===== src/rtl/micro_op_queue_if.sv =====
// Front-end enqueue / decode-head bus for micro_op_queue.
// The queue takes the slave modport; the front end / decode side takes master.
interface micro_op_queue_if #(
  parameter int unsigned DEPTH_LOG  = 3,
  parameter int unsigned MICRO_W    = 8,
  parameter int unsigned REG_ADDR_W = 4,
  parameter int unsigned IMM_W      = 32,
  parameter int unsigned BIT_MODE_W = 2,
  parameter int unsigned ADDR_W     = 32
);
  logic                  enq_valid;
  logic                  enq_ready;
  logic [MICRO_W-1:0]    enq_opcode;
  logic [REG_ADDR_W-1:0] enq_reg_addr_d;
  logic [REG_ADDR_W-1:0] enq_reg_addr_s;
  logic [REG_ADDR_W-1:0] enq_reg_addr_t;
  logic [IMM_W-1:0]      enq_immediate;
  logic [BIT_MODE_W-1:0] enq_bit_mode;
  logic                  enq_efl_mode;
  logic [ADDR_W-1:0]     enq_pc;

  logic [MICRO_W-1:0]    deq_opcode_head;
  logic [REG_ADDR_W-1:0] deq_reg_addr_d_head;
  logic [REG_ADDR_W-1:0] deq_reg_addr_s_head;
  logic [REG_ADDR_W-1:0] deq_reg_addr_t_head;
  logic [IMM_W-1:0]      deq_immediate_head;
  logic [BIT_MODE_W-1:0] deq_bit_mode_head;
  logic                  deq_efl_mode_head;
  logic [ADDR_W-1:0]     deq_pc_head;
  logic                  deq_valid;

  logic [DEPTH_LOG:0]    count;
  logic                  stall;
  logic                  flush;

  modport master (
    output enq_valid, enq_opcode, enq_reg_addr_d, enq_reg_addr_s, enq_reg_addr_t,
           enq_immediate, enq_bit_mode, enq_efl_mode, enq_pc, stall, flush,
    input  enq_ready, deq_opcode_head, deq_reg_addr_d_head, deq_reg_addr_s_head,
           deq_reg_addr_t_head, deq_immediate_head, deq_bit_mode_head,
           deq_efl_mode_head, deq_pc_head, deq_valid, count
  );

  modport slave (
    input  enq_valid, enq_opcode, enq_reg_addr_d, enq_reg_addr_s, enq_reg_addr_t,
           enq_immediate, enq_bit_mode, enq_efl_mode, enq_pc, stall, flush,
    output enq_ready, deq_opcode_head, deq_reg_addr_d_head, deq_reg_addr_s_head,
           deq_reg_addr_t_head, deq_immediate_head, deq_bit_mode_head,
           deq_efl_mode_head, deq_pc_head, deq_valid, count
  );
endinterface


===== src/rtl/micro_op_queue.sv =====
// Micro-op FIFO between the x86 front end and decode_phase; flush drops all entries.
// Define MICRO_OP_QUEUE_BYPASS_EN for zero-latency empty-queue bypass.
module micro_op_queue #(
  parameter int unsigned DEPTH_LOG  = 3,
  parameter int unsigned MICRO_W    = 8,
  parameter int unsigned REG_ADDR_W = 4,
  parameter int unsigned IMM_W      = 32,
  parameter int unsigned BIT_MODE_W = 2,
  parameter int unsigned ADDR_W     = 32
) (
  input  logic             clk,
  input  logic             rstn,
  micro_op_queue_if.slave  bus
);
  localparam int unsigned DEPTH   = 2 ** DEPTH_LOG;
  localparam int unsigned ENTRY_W = MICRO_W + 3 * REG_ADDR_W + IMM_W + BIT_MODE_W + 1 + ADDR_W;
  localparam logic [DEPTH_LOG:0] FULL_CNT = (DEPTH_LOG + 1)'(DEPTH);

  logic [ENTRY_W-1:0]   r_mem [DEPTH];
  logic [DEPTH_LOG-1:0] r_rp;
  logic [DEPTH_LOG-1:0] r_wp;
  logic [DEPTH_LOG:0]   r_count;

  logic                 w_full;
  logic                 w_empty;
  logic                 w_bypass;
  logic                 w_push;
  logic                 w_pop;
  logic [ENTRY_W-1:0]   w_enq_entry;
  logic [ENTRY_W-1:0]   w_head_entry;

  assign w_enq_entry = {bus.enq_opcode, bus.enq_reg_addr_d, bus.enq_reg_addr_s,
                        bus.enq_reg_addr_t, bus.enq_immediate, bus.enq_bit_mode,
                        bus.enq_efl_mode, bus.enq_pc};

  always_comb begin
    w_full   = (r_count == FULL_CNT);
    w_empty  = (r_count == '0);
`ifdef MICRO_OP_QUEUE_BYPASS_EN
    w_bypass = w_empty & bus.enq_valid & ~bus.flush;
`else
    w_bypass = 1'b0;
`endif
    // A bypassed micro-op that decode takes this cycle never touches storage.
    w_push   = bus.enq_valid & ~w_full & ~bus.flush & ~(w_bypass & ~bus.stall);
    w_pop    = ~bus.stall & ~w_empty & ~bus.flush;
  end

  always_comb begin
    w_head_entry = '0;
    if (w_bypass) begin
      w_head_entry = w_enq_entry;
    end else if (!w_empty) begin
      w_head_entry = r_mem[r_rp];
    end
  end

  assign {bus.deq_opcode_head, bus.deq_reg_addr_d_head, bus.deq_reg_addr_s_head,
          bus.deq_reg_addr_t_head, bus.deq_immediate_head, bus.deq_bit_mode_head,
          bus.deq_efl_mode_head, bus.deq_pc_head} = w_head_entry;

  assign bus.deq_valid = ~w_empty | w_bypass;
  assign bus.enq_ready = ~w_full;
  assign bus.count     = r_count;

  always_ff @(posedge clk or negedge rstn) begin
    if (!rstn) begin
      r_rp    <= '0;
      r_wp    <= '0;
      r_count <= '0;
    end else if (bus.flush) begin
      r_rp    <= '0;
      r_wp    <= '0;
      r_count <= '0;
    end else begin
      if (w_push) r_wp <= r_wp + DEPTH_LOG'(1);
      if (w_pop)  r_rp <= r_rp + DEPTH_LOG'(1);
      case ({w_push, w_pop})
        2'b10:   r_count <= r_count + (DEPTH_LOG + 1)'(1);
        2'b01:   r_count <= r_count - (DEPTH_LOG + 1)'(1);
        default: r_count <= r_count;
      endcase
    end
  end

  // Storage is intentionally not reset; occupancy alone decides what is visible.
  always_ff @(posedge clk) begin
    if (w_push) r_mem[r_wp] <= w_enq_entry;
  end
endmodule


===== src/flat_wrapper.sv =====
// flat-port wrapper written by rule: the top's interface ports become plain ports
module micro_op_queue_flat 
#(
  parameter int unsigned DEPTH_LOG  = 3,
  parameter int unsigned MICRO_W    = 8,
  parameter int unsigned REG_ADDR_W = 4,
  parameter int unsigned IMM_W      = 32,
  parameter int unsigned BIT_MODE_W = 2,
  parameter int unsigned ADDR_W     = 32
)
  (clk, rstn, bus_enq_valid, bus_enq_opcode, bus_enq_reg_addr_d, bus_enq_reg_addr_s, bus_enq_reg_addr_t, bus_enq_immediate, bus_enq_bit_mode, bus_enq_efl_mode, bus_enq_pc, bus_stall, bus_flush, bus_enq_ready, bus_deq_opcode_head, bus_deq_reg_addr_d_head, bus_deq_reg_addr_s_head, bus_deq_reg_addr_t_head, bus_deq_immediate_head, bus_deq_bit_mode_head, bus_deq_efl_mode_head, bus_deq_pc_head, bus_deq_valid, bus_count);
  micro_op_queue_if #(.DEPTH_LOG(DEPTH_LOG), .MICRO_W(MICRO_W), .REG_ADDR_W(REG_ADDR_W), .IMM_W(IMM_W), .BIT_MODE_W(BIT_MODE_W), .ADDR_W(ADDR_W)) bus_i ();
  input  logic clk;
  input  logic rstn;
  input wire logic [$bits(bus_i.enq_valid)-1:0] bus_enq_valid;
  input wire logic [$bits(bus_i.enq_opcode)-1:0] bus_enq_opcode;
  input wire logic [$bits(bus_i.enq_reg_addr_d)-1:0] bus_enq_reg_addr_d;
  input wire logic [$bits(bus_i.enq_reg_addr_s)-1:0] bus_enq_reg_addr_s;
  input wire logic [$bits(bus_i.enq_reg_addr_t)-1:0] bus_enq_reg_addr_t;
  input wire logic [$bits(bus_i.enq_immediate)-1:0] bus_enq_immediate;
  input wire logic [$bits(bus_i.enq_bit_mode)-1:0] bus_enq_bit_mode;
  input wire logic [$bits(bus_i.enq_efl_mode)-1:0] bus_enq_efl_mode;
  input wire logic [$bits(bus_i.enq_pc)-1:0] bus_enq_pc;
  input wire logic [$bits(bus_i.stall)-1:0] bus_stall;
  input wire logic [$bits(bus_i.flush)-1:0] bus_flush;
  output wire logic [$bits(bus_i.enq_ready)-1:0] bus_enq_ready;
  output wire logic [$bits(bus_i.deq_opcode_head)-1:0] bus_deq_opcode_head;
  output wire logic [$bits(bus_i.deq_reg_addr_d_head)-1:0] bus_deq_reg_addr_d_head;
  output wire logic [$bits(bus_i.deq_reg_addr_s_head)-1:0] bus_deq_reg_addr_s_head;
  output wire logic [$bits(bus_i.deq_reg_addr_t_head)-1:0] bus_deq_reg_addr_t_head;
  output wire logic [$bits(bus_i.deq_immediate_head)-1:0] bus_deq_immediate_head;
  output wire logic [$bits(bus_i.deq_bit_mode_head)-1:0] bus_deq_bit_mode_head;
  output wire logic [$bits(bus_i.deq_efl_mode_head)-1:0] bus_deq_efl_mode_head;
  output wire logic [$bits(bus_i.deq_pc_head)-1:0] bus_deq_pc_head;
  output wire logic [$bits(bus_i.deq_valid)-1:0] bus_deq_valid;
  output wire logic [$bits(bus_i.count)-1:0] bus_count;
  assign bus_i.enq_valid = bus_enq_valid;
  assign bus_i.enq_opcode = bus_enq_opcode;
  assign bus_i.enq_reg_addr_d = bus_enq_reg_addr_d;
  assign bus_i.enq_reg_addr_s = bus_enq_reg_addr_s;
  assign bus_i.enq_reg_addr_t = bus_enq_reg_addr_t;
  assign bus_i.enq_immediate = bus_enq_immediate;
  assign bus_i.enq_bit_mode = bus_enq_bit_mode;
  assign bus_i.enq_efl_mode = bus_enq_efl_mode;
  assign bus_i.enq_pc = bus_enq_pc;
  assign bus_i.stall = bus_stall;
  assign bus_i.flush = bus_flush;
  assign bus_enq_ready = bus_i.enq_ready;
  assign bus_deq_opcode_head = bus_i.deq_opcode_head;
  assign bus_deq_reg_addr_d_head = bus_i.deq_reg_addr_d_head;
  assign bus_deq_reg_addr_s_head = bus_i.deq_reg_addr_s_head;
  assign bus_deq_reg_addr_t_head = bus_i.deq_reg_addr_t_head;
  assign bus_deq_immediate_head = bus_i.deq_immediate_head;
  assign bus_deq_bit_mode_head = bus_i.deq_bit_mode_head;
  assign bus_deq_efl_mode_head = bus_i.deq_efl_mode_head;
  assign bus_deq_pc_head = bus_i.deq_pc_head;
  assign bus_deq_valid = bus_i.deq_valid;
  assign bus_count = bus_i.count;
  micro_op_queue #(.DEPTH_LOG(DEPTH_LOG), .MICRO_W(MICRO_W), .REG_ADDR_W(REG_ADDR_W), .IMM_W(IMM_W), .BIT_MODE_W(BIT_MODE_W), .ADDR_W(ADDR_W)) u_core (.clk(clk), .rstn(rstn), .bus(bus_i));
endmodule

===== config.mk =====
export PLATFORM = sky130hd
export DESIGN_NAME = micro_op_queue_flat
export DESIGN_NICKNAME = d
export VERILOG_FILES = /design/src/rtl/micro_op_queue_if.sv /design/src/rtl/micro_op_queue.sv /design/src/flat_wrapper.sv
export SDC_FILE = /design/constraint.sdc
export NUM_CORES = 1
export LEC_CHECK = 0
export ABC_AREA = 1
export CELL_PAD_IN_SITES_DETAIL_PLACEMENT = 0
export CELL_PAD_IN_SITES_GLOBAL_PLACEMENT = 1
export CORE_MARGIN = 2
export CORE_UTILIZATION = 52
export DETAILED_ROUTE_END_ITERATION = 10
export GPL_TIMING_DRIVEN = 0
export PLACE_DENSITY = 0.89
export SETUP_SLACK_MARGIN = 0.5
export SYNTH_ARGS = -nofsm -noshare
export SYNTH_HDL_FRONTEND = slang
export SYNTH_SLANG_ARGS = --single-unit

===== constraint.sdc =====
create_clock -name clk -period 13.8 [get_ports clk]
set_input_delay 2.76 -clock clk [delete_from_list [all_inputs] [get_ports clk]]
set_output_delay 2.76 -clock clk [all_outputs]
set_load 0.01 [all_outputs]

### Word level (Yosys, flattened, before mapping)

Memories as Yosys holds them, arrays and structs flattened.
Cells that the tools add are included.

| cells by class | value |
|---|---|
| add/subtract/negate cells | 4 |
| equality and inequality tests | 3 |
| mux-type cells | 9 |
| bitwise logic cells | 8 |
| reduce and logical (&&, ||, !) cells | 4 |

Operators by type and width:

| kind | number |
|---|---|
| $mux 87 | 1 |
| $mux 3 | 4 |
| $pmux 4 s2 | 1 |
| $add 3x1->3 const B | 2 |
| $add 4x1->4 const B | 1 |
| $and 1x1->1 | 4 |
| $eq 4x4->1 const B | 1 |
| $logic_not 4->1 | 1 |
| $mux 4 | 1 |
| $not 1->1 | 4 |
| $reduce_bool 2->1 | 2 |
| $sub 4x1->4 const B | 1 |
| $reduce_bool 3->1 | 1 |
| $eq 2x1->1 const B | 1 |
| $eq 2x2->1 const B | 1 |
| $mux 1 | 2 |

| storage, ports and cells | value |
|---|---|
| bits in registers | 10 |
| memory bits (writable) | 696 |
| output and inout port bits | 93 |
| memories | 1 |

Memory list:

| name | words | width | read ports | clocked after Yosys merged registers in | wr ports | RTL line | RTL |
|---|---|---|---|---|---|---|---|
| u_core.r_mem | 8 | 87 | 1 | 0 | 1 | micro_op_queue.sv:19 | `logic [ENTRY_W-1:0] r_mem [DEPTH];` |

### Depth between registers and ports, before layout

Gate-level depths: netlist of the first run.

| depth | value |
|---|---|
| depth in word-level cells | 7 |
| mapped depth | 14 |
| gate-level depth less buffers | 14 |

### Least setup slack after synthesis of the first run

OpenSTA, ideal clock, no wires.

| timing | value |
|---|---|
| path type | input port to flip-flop |
| start point | in bus_flush |
| end point | mem u_core.r_mem[0][0] (netlist bit), enable pin |
| data arrival time | 6.759 ns |
| path slack | 6.508 ns |
| stages on the path | 5 |
| buffers on the path | 0 |
| cells stage by stage | inv_1 -> nand3_1 -> inv_1 -> nand2_1 -> nor2_1 |

| on the way | value |
|---|---|
| word-level cells in the longest chain between the ends | 4 |

RTL lines:

| what | RTL line | RTL |
|---|---|---|
| start, declared | flat_wrapper.sv:25 | `input wire logic [$bits(bus_i.flush)-1:0] bus_flush;` |
| $not 1->1 | micro_op_queue.sv:45 | `w_push = bus.enq_valid & ~w_full & ~bus.flush & ~(w_bypass & ~bus.stall);` |
| $and 1x1->1 | micro_op_queue.sv:45 |  |
| $mux 1 | micro_op_queue.sv:88 | `if (w_push) r_mem[r_wp] <= w_enq_entry;` |
| $mux 1 (not written as such) | micro_op_queue.sv:88 |  |
| end, declared | micro_op_queue.sv:19 |  |

Every way passes these cells.

### Final worst setup path of the first run

| timing | value |
|---|---|
| start point | reg u_core.r_rp[0] |
| end point | out bus_deq_pc_head[1] |

| on the way | value |
|---|---|
| word-level cells in the longest chain between the ends | 2 |

RTL lines:

| what | RTL line | RTL |
|---|---|---|
| start, declared | micro_op_queue.sv:20 | `logic [DEPTH_LOG-1:0] r_rp;` |
| start signal, assigned | micro_op_queue.sv:77 | `if (w_pop) r_rp <= r_rp + DEPTH_LOG'(1);` |
| $mem_v2 8x87 | -- |  |
| $mux 87 | micro_op_queue.sv:53 | `end else if (!w_empty) begin` |
| end, declared | flat_wrapper.sv:34 | `output wire logic [$bits(bus_i.deq_pc_head)-1:0] bus_deq_pc_head;` |

Every way passes these cells.

==> reports/results.env, run 1 <==
STATUS='finished, final reports clean'
ARRIVAL_NS=3.63
POSTSYNTHNETCOUNT=2164
SLEW_VIOL_FINAL=0
CELLLEAKAGEPOWER_uW=0.0107
DIE_HEIGHT_UM=234
CTS_NUM_SINKS=706
INITIAL_UTILIZATION_PCT=52.5
ANTENNA_FOUND_INITIAL=6
UNREPAIRED_SETUP_ENDPOINTS_AFTER_GLOBAL_ROUTING='no'
COREAREA_MM2=0.0524
MAPPEDNETLISTAREA_MM2=0.0275
FINALCLOCKSKEW_NS=0.0134
CRITICAL_PATH.STARTPOINT='u_core.r_rp[0]'
CLOCK_TREE.BUFFER_DEPTH=3
NFILLCELLS=3794
POWER_SWITCHING_uW=2080
PEAK_CLOCK_FREQUENCY_SUPPORTED_BY_TIMING_GHz=0.156
GRT_OVERFLOW=0
AREA_OVERHEAD_OF_THE_LAYOUT_RELATIVE_TO_SYNTHESIS_PCT=19.3
SLEW_HEADROOM_PCT=41.5
FINAL_PERIOD_MINUS_WORST_SETUP_SLACK_NS=6.39
HALF_PERIMETER_WIRE_LENGTH_AFTER_PLACEMENT_MM=45.5
CTSHOLDBUFFERS=0
SYNTH_AREA_PER_CELL_UM2=13.3
DRT-TOTAL-WL_MM=70.8
MIN-DELAY-PATH-CLASS='reg -> reg'
SLOWEST_STAGE='sky130_fd_sc_hd__clkdlybuf4s50_1'
POST-ROUTE-UTIL_PCT=62.6
SEQ_POWER_SHARE_PCT=38.9
GRT_MAX_DEGREE=33
SETUP_VIOLS_FINAL=0
UNIQUE_MASTERS_POST_SYNTH=28
WORST_SLEW_PIN_SLEW_NS=0.877
TIMING.CRITICAL_PATH.SLOWEST_CELL_DELAY_NS=0.64
FINALWEIGHTEDCONGESTION=0.817
CTSRESIZECOUNT=0
CRITPATHCAPTURETYPE='output port'
TOTAL_NEGATIVE_SETUP_SLACK_NS=0
DRT_DRC_VIOLATIONS_LEFT=0
SEQUENTIAL_TO_TOTAL_AREA_SHARE_FROM_YOSYS_STAT_PCT=76.8
VDD_IR_DROP_MAX_mV=0.105
ROUTED-VIA-COUNT=18296
NUMBER_OF_HOLD_VIOLATIONS_IN_THE_FINAL_REPORT=0
CLOCK_LATENCY_NS=0.60
DIE_W_UM=234
FF2FF_SETUP_SLACK_NS=11.25
CTS_ROOT_BUFFER='sky130_fd_sc_hd__clkbuf_16'
PLACEMENTROWS=84
POWER_DENSITY_NORMALIZED_TO_CELL_AREA_mW_PER_MM2=191
SHARE_OF_TOTAL_POWER_CONSUMED_BY_NET_SWITCHING_PCT=33.2
CRITPATHBUFINV=5
SYNTH.FF_LATCH_COUNT=706
CP_DATA_REQUIRED_TIME_NS=11.04
NUMBER_OF_BUFFERS_INSERTED_BY_POST_CTS_SETUP_REPAIR=0
TIMING.HOLD.WORST_PATH_DEPTH=1
ROUTE.DETAILED.VIAS_PER_INST=5.93
TIMING.SETUP.CRITICAL_PATH_CLASS='reg -> out'
TIMING.RR.END='u_core.r_mem[0][40]'
DRTANTENNAVIOLNETS=0
REG2REGPATHDEPTH=8
POWER.INTERNAL_uW=4180
REG2REG_FROM='u_core.bus.count[2]'
TIMING.CRITICAL_PATH.MAX_DELAY_FAMILY='buffers and inverters'
START_KIND='register'
SYNTHESIS.INSTANCES=2068
CAP_VIOLATIONS=0
DETAILEDROUTE.FIRSTPASSITERATIONCOUNT=7
CTS_MAX_LEVEL=3
GRT_UTIL_ALL_LAYERS_PCT=25.9
POWER_FRAC_CLOCK_PCT=27.5
GRT_PASS1_WL_MM=106
CTS_MADE_BUFFERS=71
CP_CELL_SEQUENCE='buf_6, inv_6, buf_2, clkbuf_1, o21ai_0, a31oi_1, clkdlybuf4s50_1'
GRT_PASS1_VIAS=17996
YOSYSWARNINGCOUNT=0
PATH_CLK_SLEW_NS=0.06
DPL-INSTANCE-AREA_MM2=0.0308
PORTBUFFERS=184
FIN_NETS=2445
LAYOUT-DRIVE-GT1-SHARE_PCT=7.51
TRITONCTS='yes'
FINISH.INSTANCE_AREA_MM2=0.0328
HOLD-PATH-ENDPOINT='u_core.bus.count[0]'
WL_PER_CELL_UM=22.9
CP_MAX_FO=10
HOLD_START='u_core.bus.count[0]'
DRTITER0DRC=2132
PIN_COUNT=185
TIMING.FINAL.CRIT_SHARE_PCT=46.3
COMB_POWER_SHARE_PCT=33.5
FLOORPLAN.DIE_AREA_MM2=0.0548
[per-stage QoR]
step	worst slack (ns)	hold WS, ns	instances	total power, uW
floorplan	6.51	0.550	2068	3560
detailed placement	8.09	0.606	2964	4570
CTS	7.45	0.617	3084	6280
global placement	2.92	0.571	2940	4530
finish	7.41	0.617	3085	6260
global route	7.33	0.664	3085	6540
[cell usage after synthesis (all sizes together)]
| library cell | instances | share of area [%] |
|---|---|---|
| dfrtp | 10 | 0.91 |
| o22ai | 88 | 2.0 |
| a31oi | 87 | 2.0 |
| o21ai | 444 | 8.1 |
| nand4 | 1 | 0.023 |
| nand3b | 1 | 0.027 |
| buf | 60 | 1.5 |
| ha | 4 | 0.18 |
| edfxtp | 696 | 76 |
| nor2 | 533 | 7.3 |
| nand2 | 30 | 0.45 |
| clkinv | 1 | 0.014 |
| clkbuf | 83 | 1.1 |
| a21oi | 2 | 0.036 |
| xnor2 | 1 | 0.032 |
| inv | 19 | 0.28 |
| nand3 | 8 | 0.16 |
[cell families (layout without fill, tap and decap cells)]
kind of cell,Yosys count,after routing,share of synthesized area [%]
adder cells (fa/ha/maj),4,4,0.182
flip-flops,706,706,76.8
XOR/XNOR,1,1,0.0318
AO/OA/AOI/OAI,621,621,12.1
other,0,1,0
buffers and inverters,163,491,2.94
AND/OR/NAND/NOR,573,573,7.96
[power groups by stage]
| stage | clock (uW) | sequential [uW] | combinational (uW) |
|---|---|---|---|
| after floorplan | 0 | 2490 | 1070 |
| after global placement | 0 | 2490 | 2040 |
| after detailed placement | 0 | 2480 | 2090 |
| after CTS | 1740 | 2440 | 2100 |
| after global routing | 1830 | 2440 | 2280 |
| final | 1720 | 2440 | 2100 |
[final cells by class]
type | instances | area, um^2 | area share [%]
antenna | 1 | 2.50 | 0.00762
sequential | 706 | 21200 | 64.4
multi-input combinational | 1199 | 5640 | 17.2
tap | 688 | 861 | 2.62
buffer | 143 | 728 | 2.22
clock buffer | 83 | 1860 | 5.68
timing repair buffer | 208 | 2340 | 7.14
clock inverter | 37 | 169 | 0.514
inverter | 20 | 80.1 | 0.244
[registers in the layout (all words and copies together), names as in the netlist]
register / cells
u_core.r_rp: 3
u_core.r_mem: 696
u_core.bus.count: 4
u_core.r_wp: 3
[per-layer routing]
metal | wire length, um | share of wire (%) | vias up | global-route usage (%)
li1 | - | - | 8222 | -
met1 | 28200 | 40 | 9004 | 35.0
met2 | 34600 | 49 | 925 | 42.6
met3 | 5910 | 8.4 | 135 | 4.54
met4 | 1980 | 2.8 | 10 | 8.98
met5 | 79 | 0.11 | - | 0
[cell usage in the layout, fill, tap and decap left out, types with 26 or more instances in the layout]
master / count
sky130_fd_sc_hd__clkdlybuf4s50_1: 184
sky130_fd_sc_hd__clkbuf_16: 73
sky130_fd_sc_hd__o21ai_0: 351
sky130_fd_sc_hd__a31oi_1: 87
sky130_fd_sc_hd__edfxtp_1: 696
sky130_fd_sc_hd__clkbuf_1: 93
sky130_fd_sc_hd__o21ai_1: 93
sky130_fd_sc_hd__nand2_1: 26
sky130_fd_sc_hd__o22ai_1: 88
sky130_fd_sc_hd__nor2_1: 523
[worst max-delay path by stage]
stage	cells past startpoint	slack, ns	end
global placement	6	2.92	u_core.r_mem[7][49]
detailed placement	6	8.09	bus_deq_immediate_head[7]
global route	9	7.33	bus_deq_pc_head[0]
finish	7	7.41	bus_deq_pc_head[1]
CTS	6	7.45	bus_deq_immediate_head[7]
floorplan	5	6.51	u_core.r_mem[0][0]
No activity file was read; power rests on OpenSTA's default activity.
==> inputs of run 2 (changes only) <==
--- a/config.mk
+++ b/config.mk
@@ -9,10 +9,10 @@
 export CELL_PAD_IN_SITES_DETAIL_PLACEMENT = 0
 export CELL_PAD_IN_SITES_GLOBAL_PLACEMENT = 1
 export CORE_MARGIN = 2
-export CORE_UTILIZATION = 52
+export CORE_UTILIZATION = 44
 export DETAILED_ROUTE_END_ITERATION = 10
 export GPL_TIMING_DRIVEN = 0
-export PLACE_DENSITY = 0.89
+export PLACE_DENSITY = 0.81
 export SETUP_SLACK_MARGIN = 0.5
 export SYNTH_ARGS = -nofsm -noshare
 export SYNTH_HDL_FRONTEND = slang
==> constraint.sdc (replaced) <==
create_clock -name clk -period 5.7 [get_ports clk]
set_input_delay 1.14 -clock clk [delete_from_list [all_inputs] [get_ports clk]]
set_output_delay 1.14 -clock clk [all_outputs]
set_load 0.01 [all_outputs]
==> run 2 against run 1 <==
Against the previous run: global-route usage is 3.9 points lower; count of clock-buffer cells in the layout increased by 5; final area rose by 1.5%; die area rose by 18%; worst setup slack worse by 6.5 ns; combinational power grew 140%; sequential cell count did not move; sequential power grew 140%; largest power group unchanged.
==> reports/results.env, run 2 (same netlist as run 1, synthesis figures left out) <==
ARRIVAL_NS=3.67  # +0.04 ns
AREA_OVERHEAD_OF_THE_LAYOUT_RELATIVE_TO_SYNTHESIS_PCT=21.1
GRT_MAX_DEGREE=33  # unchanged
ANTENNA_FOUND_INITIAL=7  # +1
MIN-DELAY-PATH-CLASS='reg -> reg'
DRTITER0DRC=1587  # -26%
COREAREA_MM2=0.0618  # +18%
CTS_NUM_SINKS=706  # unchanged
MAX_FFS_PER_REGISTER=696  # unchanged
GRT_PASS1_WL_MM=107  # +0.78%
CTS_MAX_LEVEL=3  # unchanged
CLOCK_LATENCY_NS=0.62  # +0.02 ns
VDD_IR_DROP_MAX_mV=0.230  # +120%
ROUTE.DETAILED.VIAS_PER_INST=5.50  # -7.2%
STATUS='finished, final reports clean'
DETAILEDROUTE.FIRSTPASSITERATIONCOUNT=5  # -2
HALF_PERIMETER_WIRE_LENGTH_AFTER_PLACEMENT_MM=46.3  # +1.8%
DRT_DRC_VIOLATIONS_LEFT=0  # unchanged
NFILLCELLS=5069  # +34%
SLOWEST_STAGE='sky130_fd_sc_hd__clkdlybuf4s50_1'
CTSRESIZECOUNT=0  # unchanged
CP_CELL_SEQUENCE='buf_6, inv_6, buf_2, clkbuf_1, o21ai_0, a31oi_1, clkdlybuf4s50_1'
GRT_PASS1_VIAS=18012  # +0.089%
CAP_VIOLATIONS=0  # unchanged
PLACEMENTROWS=91  # +8.3%
SLEW_VIOL_FINAL=0  # unchanged
REGISTER_AREA_MM2=0.0212  # unchanged
POWER_SWITCHING_uW=5140  # +150%
CP_MAX_FO=10  # unchanged
FINALCLOCKSKEW_NS=0.0339  # +0.0205 ns
DRT-TOTAL-WL_MM=70.9  # about the same
MULTI_INPUT_AREA_MM2=0.00564  # unchanged
TIMING.FINAL.CRIT_SHARE_PCT=84.4
PORTBUFFERS=184  # unchanged
WL_PER_CELL_UM=21.8  # -5.0%
SLEW_HEADROOM_PCT=36.7  # -4.8 points
CRITICAL_PATH.STARTPOINT='u_core.r_rp[0]'
CRITPATHCAPTURETYPE='output port'
FINALWEIGHTEDCONGESTION=0.819  # +0.13%
PATH_CLK_SLEW_NS=0.06  # about the same
FINAL_PERIOD_MINUS_WORST_SETUP_SLACK_NS=4.81
HOLD-PATH-ENDPOINT='u_core.r_wp[0]'
LAYOUT-DRIVE-GT1-SHARE_PCT=7.64  # +0.13 points
TIMING.SETUP.CRITICAL_PATH_CLASS='reg -> out'
TIMING.HOLD.WORST_PATH_DEPTH=2  # +1
TRITONCTS='yes'
ROUTED-VIA-COUNT=17879  # -2.3%
DIE_W_UM=254  # +8.6%
REG2REG_FROM='u_core.bus.count[0]'
CTS_ROOT_BUFFER='sky130_fd_sc_hd__clkbuf_16'
GRT_OVERFLOW=0  # unchanged
COMB_POWER_SHARE_PCT=32.6  # -0.9 points
TIMING.RR.END='u_core.r_mem[7][51]'
PEAK_CLOCK_FREQUENCY_SUPPORTED_BY_TIMING_GHz=0.208
CLOCK_TREE.BUFFER_DEPTH=3  # unchanged
FINAL_CELL_MIX='696 x sky130_fd_sc_hd__edfxtp_1, 523 x sky130_fd_sc_hd__nor2_1, 351 x sky130_fd_sc_hd__o21ai_0'
CTS_MADE_BUFFERS=72  # +1.4%
CTSHOLDBUFFERS=0  # unchanged
UNREPAIRED_SETUP_ENDPOINTS_AFTER_GLOBAL_ROUTING='no'
NUMBER_OF_HOLD_VIOLATIONS_IN_THE_FINAL_REPORT=0  # unchanged
FINISH.INSTANCE_AREA_MM2=0.0333  # +1.5%
POWER.INTERNAL_uW=10600  # +150%
REG2REGPATHDEPTH=8  # unchanged
SHARE_OF_TOTAL_POWER_CONSUMED_BY_NET_SWITCHING_PCT=32.7  # -0.44 points
POWER_DENSITY_NORMALIZED_TO_CELL_AREA_mW_PER_MM2=471  # +150%
FIN_NETS=2446  # +0.041%
MOST_COMMON_CELL_AFTER_LAYOUT_FILL_AND_TAPS_ASIDE='sky130_fd_sc_hd__edfxtp_1'
PIN_COUNT=185  # unchanged
FINALWORSTSETUPSLACK_NS=0.889  # -6.52 ns
PLACE_WS_NS=1.56  # -6.54 ns
POWER_FRAC_CLOCK_PCT=29.8  # +2.3 points
GRT_UTIL_ALL_LAYERS_PCT=22.0  # -3.9 points
CP_DATA_REQUIRED_TIME_NS=4.56  # -6.48 ns
TIMING.CRITICAL_PATH.SLOWEST_CELL_DELAY_NS=0.66  # +0.02 ns
DPL-INSTANCE-AREA_MM2=0.0310  # +0.61%
DRTANTENNAVIOLNETS=0  # unchanged
INITIAL_UTILIZATION_PCT=44.5  # -8.0 points
SETUP_VIOLS_FINAL=0  # unchanged
FLOORPLAN.DIE_AREA_MM2=0.0646  # +18%
CELLLEAKAGEPOWER_uW=0.0109  # +1.2%
WORST_SLEW_PIN_SLEW_NS=0.949  # +0.0714 ns
START_KIND='register'
NUMBER_OF_BUFFERS_INSERTED_BY_POST_CTS_SETUP_REPAIR=0  # unchanged
SEQ_POWER_SHARE_PCT=37.6  # -1.3 points
HOLD_START='u_core.r_wp[0]'
DIE_HEIGHT_UM=254  # +8.6%
REGMOSTFLOPS='u_core.r_mem'
FF2FF_SETUP_SLACK_NS=3.14  # -8.11 ns
==> run 2: final cells by class <==
type / instances / share of cell area (%)
clock buffers: 88 / 5.84
well taps: 837 / 3.14
diodes: 5 / 0.0375
clock inverters: 44 / 1.17
flip-flops and latches: 706 / 63.4
inverters: 20 / 0.240
multi-input cells: 1199 / 16.9
plain buffers: 143 / 2.18
repair buffers: 208 / 7.03
==> run 2: metal layers <==
metal  GRT usage (%)  vias up  part of all wire (%)
met2            36.0      758                    48
met4            7.29        8                   2.5
met5               0        -                 0.063
li1                -     8243                     -
met3            4.23      128                   8.7
met1            29.7     8742                    41
==> run 2: worst max-delay path: cells and delay by family (launching register included) <==
kind	cells	cell delay, ns
DFF	1	0.40
buffers and inverters	5	1.94
AOI/OAI and AO/OA	2	0.73
==> run 2: worst max path at each step <==
stage,end,slack [ns],depth (start not counted)
4_1_cts,bus_deq_immediate_head[2],0.90,6
2_1_floorplan,u_core.r_mem[0][0],0.03,5
5_1_grt,bus_deq_pc_head[1],0.79,9
3_3_place_gp,u_core.r_mem[4][48],-3.73,6
3_5_place_dp,bus_deq_immediate_head[2],1.56,6
6_report,bus_deq_pc_head[1],0.89,7
==> run 2: through the flow <==
stage                     setup TNS (ns)  power, uW  cells  util, %  hold slack, ns
after CTS                              0      15800   3245     53.9           0.603
after floorplan                        0       8620   2068        -           0.550
after global placement          -2404.83      11100   3089     49.2           0.572
after global routing                   0      16400   3246     53.9           0.667
after detailed placement               0      11100   3113     50.1           0.590
final                                  0      15700   3250     53.9           0.600
==> run 2: power by group through the flow <==
stage               registers, uW  logic, uW  clock network [uW]
floorplan                    6020       2600                   0
global placement             6040       5030                   0
detailed placement           6010       5110                   0
CTS                          5900       5150                4730
global route                 5910       5560                4900
finish                       5900       5110                4680
==> inputs of run 3 (changes only) <==
--- a/config.mk
+++ b/config.mk
@@ -9,10 +9,10 @@
 export CELL_PAD_IN_SITES_DETAIL_PLACEMENT = 0
 export CELL_PAD_IN_SITES_GLOBAL_PLACEMENT = 1
 export CORE_MARGIN = 2
-export CORE_UTILIZATION = 44
+export CORE_UTILIZATION = 49
 export DETAILED_ROUTE_END_ITERATION = 10
 export GPL_TIMING_DRIVEN = 0
-export PLACE_DENSITY = 0.81
+export PLACE_DENSITY = 0.85
 export SETUP_SLACK_MARGIN = 0.5
 export SYNTH_ARGS = -nofsm -noshare
 export SYNTH_HDL_FRONTEND = slang
==> constraint.sdc (replaced) <==
create_clock -name clk -period 4.7 [get_ports clk]
set_input_delay 0.94 -clock clk [delete_from_list [all_inputs] [get_ports clk]]
set_output_delay 0.94 -clock clk [all_outputs]
set_load 0.01 [all_outputs]
==> run 3 against run 2 <==
Against the previous run: sequential power grew 21%; wire length shrank 2.6%; utilization grew 5.9 points; cell count shrank 3.4%; total power grew 19%; critical path type unchanged.
==> reports/results.env, run 3 (same netlist as run 1, synthesis figures left out) <==
WORST_SLEW_PIN_SLEW_NS=0.804  # -0.145 ns
DRTITER0DRC=1746  # +10%
COREAREA_MM2=0.0553  # -11%
FINAL_CELL_MIX='696 x sky130_fd_sc_hd__edfxtp_1, 523 x sky130_fd_sc_hd__nor2_1, 351 x sky130_fd_sc_hd__o21ai_0'
REG2REGPATHDEPTH=8  # unchanged
SLEW_HEADROOM_PCT=46.3  # +9.5 points
WL_PER_CELL_UM=22.0  # +0.83%
PATH_CLK_SLEW_NS=0.06  # about the same
CLOCK_LATENCY_NS=0.60  # -0.02 ns
CRITPATHBUFINV=5  # unchanged
DRTANTENNAVIOLNETS=0  # unchanged
SLEW_VIOL_FINAL=0  # unchanged
GRT_PASS1_WL_MM=104  # -2.4%
PORTBUFFERS=184  # unchanged
FINALWEIGHTEDCONGESTION=0.808  # -1.3%
REGMOSTFLOPS='u_core.r_mem'
TRITONCTS='yes'
GRT_UTIL_ALL_LAYERS_PCT=23.9  # +1.9 points
PLACE_WS_NS=0.738  # -0.818 ns
NUMBER_OF_HOLD_VIOLATIONS_IN_THE_FINAL_REPORT=0  # unchanged
FINALCLOCKSKEW_NS=0.0225  # -0.0113 ns
GRT_MAX_DEGREE=34  # +3.0%
DIE_HEIGHT_UM=241  # -5.2%
CAP_VIOLATIONS=0  # unchanged
START_KIND='register'
TIMING.HOLD.WORST_PATH_DEPTH=2  # unchanged
CRITPATHCAPTURETYPE='output port'
ARRIVAL_NS=3.24  # -0.43 ns
CP_DATA_REQUIRED_TIME_NS=3.76  # -0.80 ns
PEAK_CLOCK_FREQUENCY_SUPPORTED_BY_TIMING_GHz=0.239
FINALWORSTSETUPSLACK_NS=0.518  # -0.371 ns
CP_CELL_SEQUENCE='buf_6, buf_6, buf_6, buf_2, nor2_1, o22ai_1, o21ai_1, a31oi_1, clkdlybuf4s50_1'
CTS_MAX_LEVEL=3  # unchanged
TOTAL_POWER_uW=18700  # +19%
DETAILEDROUTE.FIRSTPASSITERATIONCOUNT=6  # +1
UNREPAIRED_SETUP_ENDPOINTS_AFTER_GLOBAL_ROUTING='yes'
CTS_NUM_SINKS=706  # unchanged
TIMING.CRITICAL_PATH.SLOWEST_CELL_DELAY_NS=0.63  # -0.03 ns
CELLLEAKAGEPOWER_uW=0.0109  # +0.25%
CP_MAX_FO=10  # unchanged
DPL-INSTANCE-AREA_MM2=0.0309  # -0.41%
TIMING.SETUP.CRITICAL_PATH_CLASS='reg -> out'
PIN_COUNT=185  # unchanged
MIN-DELAY-PATH-CLASS='reg -> reg'
GRT_PASS1_VIAS=17862  # -0.83%
TOTAL_NEGATIVE_SETUP_SLACK_NS=0  # unchanged
CTS_MADE_BUFFERS=71  # -1.4%
ANTENNA_FOUND_INITIAL=5  # -2
FLOORPLAN.DIE_AREA_MM2=0.0581  # -10%
PLACEMENTROWS=86  # -5.5%
GRT_OVERFLOW=0  # unchanged
DIE_W_UM=241  # -5.2%
INITIAL_UTILIZATION_PCT=49.8  # +5.2 points
MAX_FFS_PER_REGISTER=696  # unchanged
HOLD_START='u_core.r_wp[0]'
TIMING.CRITICAL_PATH.MAX_DELAY_FAMILY='buffers and inverters'
CLOCK_TREE.BUFFER_DEPTH=3  # unchanged
PATH_COMMON_CELL='sky130_fd_sc_hd__buf_6'
CTSHOLDBUFFERS=0  # unchanged
LAYOUT-DRIVE-GT1-SHARE_PCT=9.12  # +1.5 points
ROUTED-VIA-COUNT=18042  # +0.91%
MOST_COMMON_CELL_AFTER_LAYOUT_FILL_AND_TAPS_ASIDE='sky130_fd_sc_hd__edfxtp_1'
ROUTE.DETAILED.VIAS_PER_INST=5.75  # +4.4%
TIMING.FINAL.CRIT_SHARE_PCT=89.0
POWER_DENSITY_NORMALIZED_TO_CELL_AREA_mW_PER_MM2=564  # +20%
STATUS='finished, final reports clean'
NUMBER_OF_BUFFERS_INSERTED_BY_POST_CTS_SETUP_REPAIR=0  # unchanged
FIN_NETS=2445  # -0.041%
CTS_ROOT_BUFFER='sky130_fd_sc_hd__clkbuf_16'
AREA_OVERHEAD_OF_THE_LAYOUT_RELATIVE_TO_SYNTHESIS_PCT=20.2
TIMING.RR.END='u_core.r_mem[5][47]'
FINISH.INSTANCE_AREA_MM2=0.0331  # -0.68%
DRT-TOTAL-WL_MM=69.0  # -2.6%
FINAL_PERIOD_MINUS_WORST_SETUP_SLACK_NS=4.18
DRT_DRC_VIOLATIONS_LEFT=0  # unchanged
SLOWEST_STAGE='sky130_fd_sc_hd__clkdlybuf4s50_1'
VDD_IR_DROP_MAX_mV=0.370  # +61%
REG2REG_FROM='u_core.bus.count[0]'
FF2FF_SETUP_SLACK_NS=2.11  # -1.03 ns
SETUP_VIOLS_FINAL=0  # unchanged
HOLD-PATH-ENDPOINT='u_core.r_wp[0]'
HALF_PERIMETER_WIRE_LENGTH_AFTER_PLACEMENT_MM=45.0  # -2.8%
[run 3: cell types whose count changed in the layout (fill, tap and decap cells not counted), moves of 3 or more]
cell                        delta
sky130_fd_sc_hd__clkbuf_1     -29
sky130_fd_sc_hd__clkinv_1     -14
sky130_fd_sc_hd__a31oi_1       -8
sky130_fd_sc_hd__buf_2         -3
sky130_fd_sc_hd__a31oi_2       +8
sky130_fd_sc_hd__clkbuf_4      +4
sky130_fd_sc_hd__clkbuf_2     +30
sky130_fd_sc_hd__diode_2       -4
sky130_fd_sc_hd__bufinv_16     -4
[run 3: where the power goes]
group | internal, uW | total (uW) | switching (uW)
clock network | 3040 | 5290 | 2250
logic | 2410 | 6210 | 3790
registers | 7100 | 7160 | 60.9
total | 12600 | 18700 | 6100
[run 3: worst register-to-register path, stage by stage (launching register included)]
cell and delay (ns):
sky130_fd_sc_hd__dfrtp_1 0.45, sky130_fd_sc_hd__nor2_2 0.08, sky130_fd_sc_hd__nand3_2 0.11, sky130_fd_sc_hd__nand3_1 0.08, sky130_fd_sc_hd__inv_1 0.10, sky130_fd_sc_hd__nand2_1 0.24
sky130_fd_sc_hd__nor2_4 0.70, sky130_fd_sc_hd__buf_12 0.29, sky130_fd_sc_hd__buf_12 0.23
[run 3: area by class of cell]
| type | instances | area [um^2] |
|---|---|---|
| clock buffer | 90 | 1920 |
| antenna | 1 | 2.50 |
| inverter | 20 | 80.1 |
| timing repair buffer | 208 | 2330 |
| tap | 748 | 936 |
| clock inverter | 25 | 211 |
| buffer | 143 | 785 |
| multi-input combinational | 1199 | 5690 |
| fill | 4300 | 22200 |
| sequential | 706 | 21200 |
[run 3: worst max path at each step]
stage                         from                        end  slack (ns)  cells after the start
6_report            u_core.r_rp[0]  bus_deq_immediate_head[8]        0.52                      9
4_1_cts             u_core.r_rp[0]  bus_deq_immediate_head[8]        0.47                      9
3_5_place_dp        u_core.r_rp[2]  bus_deq_immediate_head[8]        0.74                      6
2_1_floorplan            bus_flush         u_core.r_mem[0][0]       -0.77                      5
3_3_place_gp             bus_flush        u_core.r_mem[4][47]       -4.52                      6
5_1_grt        u_core.bus.count[3]  bus_deq_immediate_head[8]        0.39                      6
[run 3: layer usage]
metal	vias to the layer above	track usage, %	wire length, um
li1	8232	-	-
met1	8852	32.5	28500
met2	827	38.9	33200
met3	121	4.62	5620
met4	10	8.23	1650
met5	-	0	59
[run 3: what timing repair did]
action	4_1_cts	5_1_grt
setup endpoints to repair	69	47
gates resized for setup	26	35
hold endpoints to repair	0	0
[run 3: metrics by stage]
| stage | utilization, % | hold WS [ns] | instances |
|---|---|---|---|
| 3_5_place_dp | 55.8 | 0.591 | 3024 |
| 3_3_place_gp | 54.8 | 0.571 | 3000 |
| 6_report | 59.9 | 0.598 | 3140 |
| 5_1_grt | 59.9 | 0.643 | 3139 |
| 4_1_cts | 59.8 | 0.599 | 3139 |
| 2_1_floorplan | - | 0.550 | 2068 |
